$ cat config.mk
export PLATFORM = sky130hd
export DESIGN_NAME = reed_debouncer
export DESIGN_NICKNAME = d
export VERILOG_FILES = /design/src/rtl/reed_debouncer.sv
export SDC_FILE = /design/constraint.sdc
export NUM_CORES = 1
export LEC_CHECK = 0
export ABC_AREA = 1
export BUFFER_PORTS_ARGS = -buffer_cell sky130_fd_sc_hd__clkbuf_2
export CORE_AREA = 2 2 71 73
export DETAILED_ROUTE_END_ITERATION = 7
export DIE_AREA = 0 0 73 75
export GPL_TIMING_DRIVEN = 1
export PLACE_DENSITY = 0.86
export SLEW_MARGIN = 20
export SYNTH_ARGS = -nofsm -noshare
export SYNTH_HDL_FRONTEND = slang
export SYNTH_SLANG_ARGS = --single-unit
$ cat constraint.sdc
create_clock -name clk -period 1.69 [get_ports clk]
set_input_delay 0.169 -clock clk [delete_from_list [all_inputs] [get_ports clk]]
set_output_delay 0.169 -clock clk [all_outputs]
set_load 0.02 [all_outputs]
$ cat src/rtl/reed_debouncer.sv
// reed_debouncer: conditions a raw, bouncy reed contact into a clean level.
// The contact is synchronized, then a debounce FSM accepts a new level only
// after DEBOUNCE_CYCLES consecutive agreeing samples. Also provides one-cycle
// rise/fall pulses and a wrapping count of accepted rising transitions.
// Optional macro REED_GLITCH_COUNT_EN adds a saturating count of rejected
// bounces on glitch_count; without it glitch_count is tied to zero.
module reed_debouncer #(
    parameter int SYNC_STAGES     = 2,
    parameter int DEBOUNCE_CYCLES = 1000,
    parameter int CNT_W           = 16,
    parameter int EVENT_W         = 16
) (
    input  logic               clk,
    input  logic               reset,
    input  logic               sensor_raw,
    input  logic               clear_count,
    output logic               sensor_clean,
    output logic               rise_pulse,
    output logic               fall_pulse,
    output logic [EVENT_W-1:0] event_count,
    output logic [EVENT_W-1:0] glitch_count
);

    localparam logic [1:0] STABLE_LOW  = 2'd0;
    localparam logic [1:0] PEND_HIGH   = 2'd1;
    localparam logic [1:0] STABLE_HIGH = 2'd2;
    localparam logic [1:0] PEND_LOW    = 2'd3;

    localparam logic [CNT_W-1:0] CNT_LAST = CNT_W'(DEBOUNCE_CYCLES - 1);

    logic [SYNC_STAGES-1:0] r_sync;
    logic                   w_synced;
    logic [1:0]             r_state;
    logic [1:0]             w_stateNext;
    logic [CNT_W-1:0]       r_cnt;
    logic [CNT_W-1:0]       w_cntNext;
    logic                   w_acceptRise;
    logic                   w_acceptFall;
    logic                   r_sensorClean;
    logic                   r_risePulse;
    logic                   r_fallPulse;
    logic [EVENT_W-1:0]     r_eventCount;

    // Shift the asynchronous contact through the synchronizer chain.
    always_ff @(posedge clk or posedge reset) begin
        if (reset) begin
            r_sync <= '0;
        end else begin
            r_sync <= {r_sync[SYNC_STAGES-2:0], sensor_raw};
        end
    end

    assign w_synced = r_sync[SYNC_STAGES-1];

    // Next-state logic: a pending level must survive every counting sample,
    // including the last one, or the FSM falls back to the old stable level.
    always_comb begin
        w_stateNext  = r_state;
        w_cntNext    = r_cnt;
        w_acceptRise = 1'b0;
        w_acceptFall = 1'b0;
        case (r_state)
            STABLE_LOW: begin
                if (w_synced) begin
                    w_stateNext = PEND_HIGH;
                    w_cntNext   = '0;
                end
            end
            PEND_HIGH: begin
                if (!w_synced) begin
                    w_stateNext = STABLE_LOW;
                end else if (r_cnt == CNT_LAST) begin
                    w_stateNext  = STABLE_HIGH;
                    w_cntNext    = '0;
                    w_acceptRise = 1'b1;
                end else begin
                    w_cntNext = r_cnt + CNT_W'(1);
                end
            end
            STABLE_HIGH: begin
                if (!w_synced) begin
                    w_stateNext = PEND_LOW;
                    w_cntNext   = '0;
                end
            end
            PEND_LOW: begin
                if (w_synced) begin
                    w_stateNext = STABLE_HIGH;
                end else if (r_cnt == CNT_LAST) begin
                    w_stateNext  = STABLE_LOW;
                    w_cntNext    = '0;
                    w_acceptFall = 1'b1;
                end else begin
                    w_cntNext = r_cnt + CNT_W'(1);
                end
            end
            default: begin
                w_stateNext = STABLE_LOW;
                w_cntNext   = '0;
            end
        endcase
    end

    // FSM state and debounce counter registers.
    always_ff @(posedge clk or posedge reset) begin
        if (reset) begin
            r_state <= STABLE_LOW;
            r_cnt   <= '0;
        end else begin
            r_state <= w_stateNext;
            r_cnt   <= w_cntNext;
        end
    end

    // Clean level and pulses are registered together so each pulse lines up
    // with the first cycle that shows the new level.
    always_ff @(posedge clk or posedge reset) begin
        if (reset) begin
            r_sensorClean <= 1'b0;
            r_risePulse   <= 1'b0;
            r_fallPulse   <= 1'b0;
        end else begin
            r_risePulse <= w_acceptRise;
            r_fallPulse <= w_acceptFall;
            if (w_acceptRise) begin
                r_sensorClean <= 1'b1;
            end else if (w_acceptFall) begin
                r_sensorClean <= 1'b0;
            end
        end
    end

    // Count accepted rises, wrapping silently; clear has priority.
    always_ff @(posedge clk or posedge reset) begin
        if (reset) begin
            r_eventCount <= '0;
        end else if (clear_count) begin
            r_eventCount <= '0;
        end else if (w_acceptRise) begin
            r_eventCount <= r_eventCount + EVENT_W'(1);
        end
    end

`ifdef REED_GLITCH_COUNT_EN
    logic               w_abort;
    logic [EVENT_W-1:0] r_glitchCount;

    assign w_abort = ((r_state == PEND_HIGH) && !w_synced) ||
                     ((r_state == PEND_LOW)  &&  w_synced);

    // Count rejected bounces, sticking at all-ones; clear has priority.
    always_ff @(posedge clk or posedge reset) begin
        if (reset) begin
            r_glitchCount <= '0;
        end else if (clear_count) begin
            r_glitchCount <= '0;
        end else if (w_abort && (r_glitchCount != '1)) begin
            r_glitchCount <= r_glitchCount + EVENT_W'(1);
        end
    end

    assign glitch_count = r_glitchCount;
`else
    assign glitch_count = '0;
`endif

    assign sensor_clean = r_sensorClean;
    assign rise_pulse   = r_risePulse;
    assign fall_pulse   = r_fallPulse;
    assign event_count  = r_eventCount;

endmodule

==> impl_metrics.toml <==
[final_layout]
drive_above_1_share_pct = 15.6
n_antenna_cell = 0
area_delta_synth_final_pct = 12.1
nets = 396
fin_area_mm2 = 0.00280
final_cell_mix = "95 x nand2_1, 48 x nor2_1, 39 x nand3_1, 39 x dfrtp_1, 36 x inv_1"
mostFrequentLayoutCell = "nand2_1"
fill_cells = 415

[route]
drtAntennaViolNets = 0
dr.pass1.iters = 5
drc = 0
viasPerCell = 5.34
wl_per_cell_um = 12.5
routed_wl_um = 5560
via_count = 2378
drtIter0Drc = 176

[worst_setup_path]
startpoint = "r_cnt[1]"
cp_common_cell = "nand2_1"
slowest_delay_ps = 420
crit_chain = "ha_4 > nand2_1 > clkinv_1 > nand2_1 > nor2_1 > nand2_2 > nor2_8 > buf_4 > nand2_1 > nand2_1 > nor2_1"
crit_family = "simple AND/OR/NAND/NOR gates"
startpoint_type = "register"
path_class = "reg2reg"
crit_fanout = 6
reg2reg_slack_ps = 60
cp.arrival_ps = 1820
r2r_start = "r_cnt[1]"
crit_path_top_delay_cell = "dfrtp_1"
worst-endpoint-required_ps = 1880
endpoint_kind = "register"
crit_buf_inv = 2

[synth]
yosysWarningCount = 0
synth_seq_cells = 39
syn_inst = 356
yosysSeqAreaShare_pct = 39.0
avgSynthCellArea_um2 = 7.03
syn_area_mm2 = 0.00250
ys_types = 30

[cts]
clockBufferDepth = 2
root_buffer = "clkbuf_8"
clock_sink_count = 39
cts_tree = "yes"
cts_htree_levels = 2
clock_latency_ps = 300
cts-buffers-inserted = 5
clkTransAtPathRegs_ps = 80

[floorplan]
ioPinCount = 39
std_cell_rows = 25
coreArea_mm2 = 0.00466
die_y_um = 75
die_area_mm2 = 0.00548
die_w_um = 73
initial_utilization_pct = 53.7

[timing]
finalCritPeriodShare_pct = 96.2
setup_ws_ps = 64.7
setup_violations = 0
finalCriticalPeriod_ps = 1630
whs_ps = 353
slew_violations = 0
timing.fmax_mhz = 615
timing.final.hold_violations = 0
rsz0062_at_grt = "true"
clock_skew_ps = 4.25

[grt]
grt-ovfl-total = 0
grt_pass1_vias = 2210
track_usage_pct = 22.3
grt_pass1_wl_um = 9470
antenna_found_initial = 0
grt_start_max_net_pins = 40

[pwr]
vdd_drop_max_v = 0.000582
p_leak_nw = 1.44
power_density_mw_per_mm2 = 645

[placed_design]
place_area_mm2 = 0.00264
dp_hpwl_um = 3880
dpl_worst_slack_ps = 20.6
numPortBuffers = 22
gp_congestion = 0.911

[status]
status = "complete, no violations"

[flow_run]
drv_cap = 0

[hold_path]
hp-class = "reg2reg"
min-delay-start = "r_sync[0]"
-- path summary, 6_finish.rpt --
check,endpoint,cells past startpoint
hold / removal,r_sync[1],0
hold reg to reg,r_sync[1],0
max in group asynchronous,event_count[1],4
min in group asynchronous,r_cnt[10],4
setup reg to reg,event_count[7],11
setup / recovery,event_count[7],11
-- logic make-up after synthesis --
logic type | after synthesis | synth area share (%)
AOI/OAI and AO/OA | 16 | 3.60
xor gates and xnor gates | 5 | 1.75
adders and majority gates | 2 | 1.00
buffers and inverters | 66 | 13.3
DFF | 39 | 39.0
other | 1 | 0.150
and+or+nand+nor | 227 | 41.2
-- stage by stage --
step	utilization [%]	power, mW	cells	setup TNS (ps)
2_1_floorplan	-	1.10	371	0
6_report	60.2	1.81	445	0
3_5_place_dp	56.6	1.10	432	0
5_1_grt	60.2	1.88	445	-114
3_3_place_gp	56.6	1.10	432	0
4_1_cts	59.6	1.82	444	0
-- metal layers --
layer,global-route usage (%),vias to the layer above,routed length [µm]
met2,37.9,96,2700
met5,0,-,0
met4,10.9,0,184
met1,26.3,1074,2330
met3,5.49,26,343
li1,-,1182,-
-- cells in the mapped netlist --
cell type   n  area [µm²]
nand3b_1    2        15.0
inv_2       2        7.51
buf_2       2        10.0
nand2_2     3        18.8
a21oi_1     1        5.00
and3_1      1        6.26
o21bai_1    4        30.0
dfrtp_1    39         976
clkinv_2    1        5.00
or2_2       4        25.0
o21ai_0    11        55.1
buf_1       2        7.51
nor2_2      1        6.26
buf_4      17         128
clkbuf_1    2        7.51
nor2_1     50         188
inv_1      36         135
xor2_1      5        43.8
nor3_1      1        5.00
inv_4       1        6.26
nand2_1    95         357
buf_6       2        22.5
nand4_1    27         169
ha_1        2        25.0
clkinv_1    1        3.75
nand3_1    39         195
conb_1      1        3.75
and2_1      1        6.26
nor2_8      1        20.0
nand3_2     2        20.0
-- worst reg2reg max path, stage by stage (launching register included) --
cell and delay (ps):
dfrtp_1 420, ha_4 170, nand2_1 80, clkinv_1 80, nand2_1 50, nor2_1 110, nand2_2 130, nor2_8 170
buf_4 160, nand2_1 50, nand2_1 50, nor2_1 40
-- power breakdown --
group	switching (mW)	total [mW]	internal (mW)
combinational	0.0984	0.136	0.0376
sequential	0.0156	0.961	0.945
clock	0.339	0.710	0.371
total	0.453	1.81	1.35
-- state kept, by name, summed over array words and instances (netlist names), named ones only --
register and count:
sensor_clean 1, event_count 16, r_sync 2, r_cnt 16, r_state 1, fall_pulse 1
rise_pulse 1
-- repair_timing --
item,4_1_cts,5_1_grt
hold endpoints to repair,40,0
pin swaps,1,3
resized for setup,1,4
setup buffers,2,1
hold buffers,2,0
endpoints found under the setup margin,12,22
-- layout make-up --
type                    count  area (µm²)  share of cell area (%)
repair buffers             37         231                    8.26
multi-input cells         266        1270                    45.2
clock inverters             1        7.51                   0.268
flip-flops and latches     39         976                    34.8
inverters                  41         158                    5.62
clock buffers               7        96.3                    3.44
well taps                  54        67.6                    2.41
Note: power is estimated with default switching activity, not from simulation.
